<file path="src/rtl/fetch_ctrl_pkg.sv">
`default_nettype none
// ============================================================================
// Module      : fetch_pkg
// Description : Shared types and constants for the instruction-fetch sequencer
// Revision    : 1.0 - initial release
// ============================================================================
package fetch_pkg;

   // Sequencer states; the encoding is explicit so that waveforms read consistently
   typedef enum logic [1:0] {
      BOOT  = 2'd0,
      FETCH = 2'd1,
      HOLD  = 2'd2
   } state_e;

   localparam int          INSTR_W = 32;
   localparam logic [63:0] PC_INC  = 64'd4;

endpackage
`default_nettype wire

</file>
<file path="src/rtl/fetch_ctrl_if.sv">
`default_nettype none
// ============================================================================
// Module      : fetch_ctrl_if
// Description : Instruction-memory request/response bundle
// Revision    : 1.0 - initial release
// ============================================================================
interface fetch_ctrl_if #(
   parameter int ADDR_W = 64
);
   import fetch_pkg::*;

   logic                imem_req_o;
   logic [ADDR_W-1:0]   imem_addr_o;
   logic                imem_ready_i;
   logic [INSTR_W-1:0]  imem_instr_i;

   // Fetch controller side
   modport master (
      output imem_req_o,
      output imem_addr_o,
      input  imem_ready_i,
      input  imem_instr_i
   );

   // Instruction memory side
   modport slave (
      input  imem_req_o,
      input  imem_addr_o,
      output imem_ready_i,
      output imem_instr_i
   );

endinterface
`default_nettype wire

</file>
<file path="src/rtl/fetch_ctrl_pc_adder64.sv">
`default_nettype none
// ============================================================================
// Module      : pc_adder64
// Description : 64-bit program-counter incrementer (pc + 4, wraps naturally)
// Revision    : 1.0 - initial release
// ============================================================================
module pc_adder64
   import fetch_pkg::*;
(
   input  wire logic [63:0] a_i,
   output logic      [63:0] sum_o
);

   assign sum_o = a_i + PC_INC;

endmodule
`default_nettype wire

</file>
<file path="src/rtl/fetch_ctrl.sv">
`default_nettype none
// ============================================================================
// Module      : fetch_ctrl
// Description : Instruction-fetch sequencer: owns the PC, handshakes with a
//               variable-latency instruction memory, fills the IF/ID slot and
//               applies hazard stalls and branch redirects/flushes.
// Revision    : 1.0 - initial release
// ============================================================================
module fetch_ctrl
   import fetch_pkg::*;
#(
   parameter logic [63:0] RESET_PC = 64'h0,
   parameter int          ADDR_W   = 64
)(
   input  wire logic                clk,
   input  wire logic                reset,
   input  wire logic                stall_i,
   input  wire logic                br_taken_i,
   input  wire logic [ADDR_W-1:0]   br_target_i,
   fetch_ctrl_if.master             imem,
   output logic                     if_valid_o,
   output logic [INSTR_W-1:0]       if_instr_o,
   output logic [ADDR_W-1:0]        if_pc_o
);

   localparam logic [ADDR_W-1:0] c_WORD_MASK = ~ADDR_W'(3);

   state_e               state_q, state_d;
   logic [ADDR_W-1:0]    pc_q, pc_d;
   logic                 valid_q, valid_d;
   logic [INSTR_W-1:0]   instr_q, instr_d;
   logic [ADDR_W-1:0]    slot_pc_q, slot_pc_d;
   logic [INSTR_W-1:0]   hold_instr_q, hold_instr_d;
   logic [ADDR_W-1:0]    hold_pc_q, hold_pc_d;
   logic                 kill_q, kill_d;
   logic [ADDR_W-1:0]    redir_q, redir_d;

   logic                 w_req;
   logic                 w_xfer;
   logic                 w_slot_free;
   logic                 w_consume;
   logic [ADDR_W-1:0]    w_tgt;
   logic [63:0]          w_pc64;
   logic [63:0]          w_pc_inc64;
   logic [ADDR_W-1:0]    w_pc_inc;

   assign w_xfer      = w_req && imem.imem_ready_i;
   assign w_slot_free = !valid_q || !stall_i;
   assign w_consume   = valid_q && !stall_i;
   assign w_tgt       = br_target_i & c_WORD_MASK;

   // Zero-extend the PC onto the 64-bit team adder
   always_comb begin
      w_pc64                = '0;
      w_pc64[ADDR_W-1:0]    = pc_q;
   end

   pc_adder64 u_pc_add (
      .a_i   (w_pc64),
      .sum_o (w_pc_inc64)
   );

   assign w_pc_inc = w_pc_inc64[ADDR_W-1:0];

   // FSM state register
   always_ff @(posedge clk or posedge reset) begin
      if (reset) begin
         state_q <= BOOT;
      end else begin
         state_q <= state_d;
      end
   end

   // FSM next-state: a branch always returns to FETCH; a blocked good transfer parks in HOLD
   always_comb begin
      state_d = state_q;
      case (state_q)
         BOOT:    state_d = FETCH;
         FETCH:   if (!br_taken_i && w_xfer && !kill_q && !w_slot_free) state_d = HOLD;
         HOLD:    if (br_taken_i || !stall_i) state_d = FETCH;
         default: state_d = BOOT;
      endcase
   end

   // FSM output decode: the request is the only unregistered output
   always_comb begin
      w_req = (state_q == FETCH);
   end

   // Datapath next-state: slot, PC, hold buffer and kill/redirect bookkeeping
   always_comb begin
      pc_d         = pc_q;
      valid_d      = valid_q;
      instr_d      = instr_q;
      slot_pc_d    = slot_pc_q;
      hold_instr_d = hold_instr_q;
      hold_pc_d    = hold_pc_q;
      kill_d       = kill_q;
      redir_d      = redir_q;

      if (w_consume) valid_d = 1'b0;
      if (br_taken_i) valid_d = 1'b0;

      case (state_q)
         BOOT: begin
            if (br_taken_i) pc_d = w_tgt;
         end
         FETCH: begin
            if (br_taken_i) begin
               if (w_xfer) begin
                  // Returned data belongs to the wrong path; restart at the target
                  pc_d   = w_tgt;
                  kill_d = 1'b0;
               end else begin
                  // Address must stay stable until the outstanding response lands
                  kill_d  = 1'b1;
                  redir_d = w_tgt;
               end
            end else if (w_xfer) begin
               if (kill_q) begin
                  pc_d   = redir_q;
                  kill_d = 1'b0;
               end else if (w_slot_free) begin
                  valid_d   = 1'b1;
                  instr_d   = imem.imem_instr_i;
                  slot_pc_d = pc_q;
                  pc_d      = w_pc_inc;
               end else begin
                  hold_instr_d = imem.imem_instr_i;
                  hold_pc_d    = pc_q;
                  pc_d         = w_pc_inc;
               end
            end
         end
         HOLD: begin
            if (br_taken_i) begin
               pc_d = w_tgt;
            end else if (!stall_i) begin
               valid_d   = 1'b1;
               instr_d   = hold_instr_q;
               slot_pc_d = hold_pc_q;
            end
         end
         default: ;
      endcase
   end

   // Datapath registers
   always_ff @(posedge clk or posedge reset) begin
      if (reset) begin
         pc_q         <= RESET_PC[ADDR_W-1:0];
         valid_q      <= 1'b0;
         instr_q      <= '0;
         slot_pc_q    <= '0;
         hold_instr_q <= '0;
         hold_pc_q    <= '0;
         kill_q       <= 1'b0;
         redir_q      <= '0;
      end else begin
         pc_q         <= pc_d;
         valid_q      <= valid_d;
         instr_q      <= instr_d;
         slot_pc_q    <= slot_pc_d;
         hold_instr_q <= hold_instr_d;
         hold_pc_q    <= hold_pc_d;
         kill_q       <= kill_d;
         redir_q      <= redir_d;
      end
   end

   assign imem.imem_req_o  = w_req;
   assign imem.imem_addr_o = pc_q;
   assign if_valid_o       = valid_q;
   assign if_instr_o       = instr_q;
   assign if_pc_o          = slot_pc_q;

endmodule
`default_nettype wire

</file>
<file path="src/flat_wrapper.sv">
// flat-port wrapper written by rule: the top's interface ports become plain ports
module fetch_ctrl_flat import fetch_pkg::*;
#(
   parameter logic [63:0] RESET_PC = 64'h0,
   parameter int          ADDR_W   = 64
)
  (clk, reset, stall_i, br_taken_i, br_target_i, if_valid_o, if_instr_o, if_pc_o, imem_imem_req_o, imem_imem_addr_o, imem_imem_ready_i, imem_imem_instr_i);
  fetch_ctrl_if #(.ADDR_W(ADDR_W)) imem_i ();
  input  wire logic clk;
  input  wire logic reset;
  input  wire logic stall_i;
  input  wire logic br_taken_i;
  input  wire logic [ADDR_W-1:0] br_target_i;
  output logic if_valid_o;
  output logic [INSTR_W-1:0] if_instr_o;
  output logic [ADDR_W-1:0] if_pc_o;
  output wire logic [$bits(imem_i.imem_req_o)-1:0] imem_imem_req_o;
  output wire logic [$bits(imem_i.imem_addr_o)-1:0] imem_imem_addr_o;
  input wire logic [$bits(imem_i.imem_ready_i)-1:0] imem_imem_ready_i;
  input wire logic [$bits(imem_i.imem_instr_i)-1:0] imem_imem_instr_i;
  assign imem_imem_req_o = imem_i.imem_req_o;
  assign imem_imem_addr_o = imem_i.imem_addr_o;
  assign imem_i.imem_ready_i = imem_imem_ready_i;
  assign imem_i.imem_instr_i = imem_imem_instr_i;
  fetch_ctrl #(.RESET_PC(RESET_PC), .ADDR_W(ADDR_W)) u_core (.clk(clk), .reset(reset), .stall_i(stall_i), .br_taken_i(br_taken_i), .br_target_i(br_target_i), .imem(imem_i), .if_valid_o(if_valid_o), .if_instr_o(if_instr_o), .if_pc_o(if_pc_o));
endmodule
</file>
<file path="config.mk">
export PLATFORM = sky130hd
export DESIGN_NAME = fetch_ctrl_flat
export DESIGN_NICKNAME = d
export VERILOG_FILES = /design/src/rtl/fetch_ctrl_pkg.sv /design/src/rtl/fetch_ctrl_if.sv /design/src/rtl/fetch_ctrl_pc_adder64.sv /design/src/rtl/fetch_ctrl.sv /design/src/flat_wrapper.sv
export SDC_FILE = /design/constraint.sdc
export NUM_CORES = 1
export LEC_CHECK = 0
export ABC_AREA = 0
export BUFFER_PORTS_ARGS = -buffer_cell sky130_fd_sc_hd__buf_2
export CAP_MARGIN = 5
export CORE_MARGIN = 1.5
export CORE_UTILIZATION = 45
export DETAILED_ROUTE_END_ITERATION = 10
export GPL_ROUTABILITY_DRIVEN = 0
export GPL_TIMING_DRIVEN = 1
export HOLD_SLACK_MARGIN = 0.12
export PLACE_DENSITY = 0.65
export SLEW_MARGIN = 25
export SYNTH_ARGS = -nofsm -noshare
export SYNTH_HDL_FRONTEND = slang
export SYNTH_SLANG_ARGS = --single-unit
</file>
<file path="constraint.sdc">
create_clock -name clk -period 17.8 [get_ports clk]
set_input_delay 3.56 -clock clk [delete_from_list [all_inputs] [get_ports clk]]
set_output_delay 3.56 -clock clk [all_outputs]
set_load 0.05 [all_outputs]
</file>
* Word-level counts from Yosys, hierarchy flattened
Index checks and enable logic that the tools add are counted.
W data, S select, Z words.
** Storage, ports and cells
- Output and inout port bits :: 162
- Bits in read-only memories :: 0
- Bits in latches :: 0
- Memories :: 0
- Word-level logic and storage cells :: 83
- Bits in registers :: 322
- Memory bits (writable) :: 0
** Cells by class
- Order comparisons :: 0
- Reductions and logical operators :: 23
- Bitwise logic cells :: 4
- Add/subtract/negate cells :: 1
- Eq/ne operators :: 11
- Div/mod/pow operators :: 0
- Shift-type cells :: 0
- Multiplexer cells :: 35
- Multiply operators :: 0
** Operators by type and width (number)
- $mux W64 :: 11
- $pmux W64 S2 :: 2
- $mux W32 :: 6
- $add A64 B3 Y64 const B :: 1
- $pmux W32 S2 :: 1
- $ne A2 B2 Y1 const B :: 7
- $mux W1 :: 11
- $reduce_and A7 Y1 :: 1
- $pmux W2 S3 :: 1
- $reduce_and A3 Y1 :: 2
- $reduce_bool A2 Y1 :: 3
- $logic_and A1 B1 Y1 :: 5
- $logic_not A1 Y1 :: 5
- $reduce_and A5 Y1 :: 1
- $mux W2 :: 2
- $ne A2 B1 Y1 const B :: 2
- $not A1 Y1 :: 4
- $reduce_and A2 Y1 :: 2
- $eq A2 B1 Y1 const B :: 1
- $eq A2 B2 Y1 const B :: 1
- $logic_not A2 Y1 :: 1
- $logic_or A1 B1 Y1 :: 2
- $pmux W1 S2 :: 1
- $reduce_or A2 Y1 :: 1

* Logic depth before layout (Yosys ltp)
- Word-level depth :: 9
- Gate-level depth with buffers :: 11

* Cells and area by module
From an unflattened synthesis, not the netlist that was laid out.
** Unflattened totals
- Cell total of the unflattened synthesis :: 1295
- Area, all modules :: 15916.5 um^2
** Modules (own cells, without submodules)
- fetch_ctrl :: cells each 1096, instances 1, area an instance 14649.0 um^2, sequential area each 8057.7 um^2
- pc_adder64 :: cells each 199, instances 1, area an instance 1267.5 um^2, sequential area each 0.0 um^2

* Worst setup path after synthesis
Ideal clock, no wire load.
- Path type :: input -> register
- From :: input br_taken_i
- To :: register u_core.hold_pc_q[48]
- Required time :: 17675 ps
- Arrival time :: 4963 ps
- Stages on the path :: 6
- Path slack :: 12712 ps
- Path through :: clkbuf_1 > nor2b_1 > and3_1 > buf_2 > buf_1 > mux2_2
** Between the ends
- Longest elaborated chain between the ends :: 2
** Ends and longest elaborated chain
- start, declared :: line flat_wrapper.sv:12 : input wire logic br_taken_i;
- $not A1 Y1 (no line)
- $reduce_and A5 Y1 (no line)
- end signal, assigned :: line fetch_ctrl.sv:165 : hold_pc_q <= hold_pc_d;
- end, declared :: line fetch_ctrl.sv:34 : logic [ADDR_W-1:0] hold_pc_q, hold_pc_d;
No other way between the ends.
A chain may end at the register's enable or synchronous reset.

* Final worst setup path
- From :: input br_taken_i
- To :: register u_core.pc_q[56], in the netlist u_core.imem.imem_addr_o[56]
** Between the ends
- Longest elaborated chain between the ends :: 2
- Elaborated cells on any way between the ends :: 4
- Those cells by class :: eq/ne (1); mux (2); reduce/logical (1)
** Ends and longest elaborated chain
- $mux W64 or $ne A2 B1 Y1 (tied branches)
- $pmux W64 S2 or $reduce_and A3 Y1 (tied branches)
- end signal, assigned :: line fetch_ctrl.sv:151 : pc_q <= RESET_PC[ADDR_W-1:0];
- end signal, assigned :: line fetch_ctrl.sv:160 : pc_q <= pc_d;
- end, declared :: line fetch_ctrl.sv:29 : logic [ADDR_W-1:0] pc_q, pc_d;
Parallel ways exist; a longest one is shown, timed or not.

==> results.toml <==
[run_status]
status = "finished, final reports clean"

[synthesis]
synth_edf_count = 0
syn-cell-area_um2 = 15200
synth_ff_type = "dfrtp_1"
synth_cells = 1406
synth.distinct_cells = 69
synthArstFlopShare_pct = 100
yosys_warnings = 0
synth_seq_cells = 316
ys_seq_area_share_pct = 52.1
synth_area_per_cell_um2 = 10.8

[finish]
fillers = 3079
area_growth_pct = 17.7
final_area_um2 = 17900
layout.nets = 1714
drive_gt1_share_pct = 30.9

[timing]
fmax_ghz = 0.159
finalHoldViolations = 0
whs_ns = 0.478
setup_tns_ns = 0
fin_ws_ns = 11.53
worstMarginPinSlew_ns = 0.974
min_period_ns = 6.27
fin_crit_sh_pct = 35.2
finClkSkew_ns = 0.0175
max_slew_margin_pct = 35.1
slew_viol_final = 0
rsz0062_at_grt = "false"
setup_viol = 0

[clock_tree]
ctsHoldBuffers = 0
cts_buffer_depth = 3
numCtsBuffers = 36
cts_max_level = 2
cts.repair.resized = 0
clock_latency_ns = 0.52
clock_sinks = 316
clkSlewWorstSetupHoldPaths_ns = 0.06
cts-root-buf = "clkbuf_16"
cts_tree = "done"
postCtsSetupBuffers = 0

[setup_path]
required_ns = 18.16
rr_worst_depth = 10
cp_max_fo = 84
startpoint_type = "input port"
end_kind = "flop"
crit_end = "u_core.imem.imem_addr_o[56]"
cp.arrival_ns = 6.63
crit_start = "br_taken_i"
r2r_end = "u_core.if_instr_o[18]"
path_class = "input port to flop"
reg2reg_from = "u_core.state_q[0]"
r2r_slack_ns = 14.05

[die]
start_util_pct = 45.5
core_um2 = 33400
rows = 67
dieArea_um2 = 34900
io_pins = 263
chipHeight_um = 187
die_w_um = 187

[placement]
place_hpwl_um = 25700
pre_cts_slack_ns = 11.01
port_buffers = 256
post_dp_cell_area_um2 = 16800

[run]
cap_violations = 0

[min_path]
min_path_type = "flop to flop"

[route]
wl_per_cell_um = 19.2
drtIter0Drc = 760
avgViaCountPerCell = 5.64
drtAntennaViolNets = 0
wl_um = 39900
vias = 11751
drc_errors = 0
first_pass_iters = 5

[pwr]
comb_power_share_pct = 47.1
p_clk_share_pct = 18.5
seq_power_share_pct = 34.4
p_sw_mw = 1.80
sw_frac_of_total_pct = 47.4
p_per_area_nw_per_um2 = 212
power.leakage_nw = 8.07
peakVddDrop_mv = 0.104
p_int_mw = 2.00

[global_route]
grt_overflow = 0
grt_antenna_before_repair = 11
grt_pass1_wl_um = 63500
grt_usage_pct = 22.6
first_global_vias = 11406
grt_max_degree = 112
synth_stat cells, drive strengths merged, types with 6 or more instances:
cell	number	share of area [%]
a21oi	166	5.5
mux2i	105	6.9
xnor2	12	0.69
a32oi	10	0.58
a31oi	8	0.33
dfrtp	316	52
mux2	158	12
buf	49	1.6
nand2	58	1.4
ha	6	0.49
xor2	19	1.1
o21ai	65	2.1
nor3	12	0.43
o211ai	10	0.49
inv	13	0.32
nor2	147	3.6
and3	32	1.3
a221oi	20	1.2
or3	6	0.25
nand3	41	1.5
nand4	18	0.82
nor4	9	0.65
o31ai	7	0.35
clkbuf	66	1.6
power by group through the flow:
| stage | clock [mW] | sequential, mW | combinational, mW |
|---|---|---|---|
| after floorplan | 0 | 1.83 | 0.831 |
| after global placement | 0 | 1.30 | 1.76 |
| after detailed placement | 0 | 1.32 | 1.79 |
| after CTS | 0.723 | 1.31 | 1.80 |
| after global routing | 0.750 | 1.35 | 1.91 |
| final | 0.704 | 1.31 | 1.79 |
cell usage in the layout (no fill, tap or decap), types with 3 or more instances in the layout:
cell type / synthesis / layout
ha_1: 6 / 5
a211oi_1: 3 / 3
mux2_2: 157 / 157
o21ai_0: 64 / 64
nand2_1: 58 / 58
inv_1: 13 / 11
nor3_1: 11 / 10
nor2_1: 147 / 145
o31ai_1: 7 / 7
clkbuf_1: 64 / 15
or3_1: 6 / 6
xnor2_1: 12 / 12
xor2_1: 19 / 19
clkbuf_8: 0 / 5
a31oi_1: 8 / 8
buf_4: 6 / 17
diode_2: 0 / 5
o211ai_1: 10 / 10
clkbuf_16: 0 / 37
nand3_1: 39 / 37
a32oi_1: 10 / 10
nand4_1: 16 / 16
mux2i_1: 105 / 105
a21oi_1: 166 / 166
o22ai_1: 5 / 5
a211o_1: 3 / 3
dfrtp_1: 316 / 315
a221oi_1: 20 / 20
nor4_1: 5 / 5
buf_2: 25 / 256
and3_1: 31 / 30
conb_1: 1 / 4
o21a_1: 4 / 4
state kept, by name, indices dropped and copies added (netlist names):
name	cells
u_core.hold_pc_q	62
u_core.hold_instr_q	32
u_core.if_pc_o	62
u_core.redir_q	62
u_core.kill_q	1
u_core.if_instr_o	32
u_core.imem.imem_addr_o	62
u_core.state_q	2
u_core.if_valid_o	1
kinds of logic (layout without fill, tap and decap cells):
| kind of cell | after synthesis | after routing | synth area share, % |
|---|---|---|---|
| xor+xnor | 31 | 31 | 1.79 |
| fa+ha+maj | 6 | 6 | 0.494 |
| flops | 316 | 316 | 52.1 |
| mux | 263 | 263 | 18.7 |
| buf+inv | 128 | 349 | 3.58 |
| other cells | 1 | 9 | 0.0247 |
| compound gates | 324 | 324 | 12.6 |
| simple gates | 337 | 337 | 10.7 |
stage by stage:
stage / utilization, % / std cells / total power [mW]
after detailed placement: 50.2 / 2017 / 3.11
final: 53.6 / 2083 / 3.80
after global routing: 53.5 / 2080 / 4.02
after CTS: 53.5 / 2078 / 3.82
after floorplan: - / 1409 / 2.66
after global placement: 50.1 / 2016 / 3.06
how the worst min path moves through the flow:
stage	endpoint	from	slack, ns	cells after the start
floorplan	u_core.redir_q[4]	u_core.redir_q[4]	0.44	2
global placement	u_core.redir_q[4]	u_core.redir_q[4]	0.46	2
detailed placement	u_core.redir_q[4]	u_core.redir_q[4]	0.47	2
CTS	u_core.redir_q[4]	u_core.redir_q[4]	0.49	2
global route	u_core.redir_q[58]	u_core.redir_q[58]	0.51	1
finish	u_core.redir_q[4]	u_core.redir_q[4]	0.48	2
per-layer routing:
metal	GRT usage [%]	wire (µm)	share of wire, %	vias up
met3	5.36	2780	7.0	63
met1	31.5	18000	45	5844
met4	6.20	780	2.0	12
li1	-	-	-	5477
met2	35.3	18300	46	355
met5	0	76	0.19	-
worst max-delay path, cell delays in order:
cell and delay, ns:
buf_2 0.08, buf_4 0.73, o21bai_1 0.26, nand3_2 0.67, buf_4 0.55, nor2_1 0.36
and3_1 0.21, mux2_4 0.14, a311oi_2 0.04
final cells by class:
class | count | area, µm² | area share [%]
flip-flops and latches | 316 | 7910 | 44.2
multi-input cells | 965 | 6790 | 38.0
repair buffers | 275 | 1440 | 8.06
clock buffers | 57 | 1050 | 5.88
well taps | 448 | 561 | 3.14
inverters | 13 | 56.3 | 0.315
clock inverters | 4 | 52.6 | 0.294
diodes | 5 | 12.5 | 0.0700
Note: power is estimated with default switching activity, not from simulation.
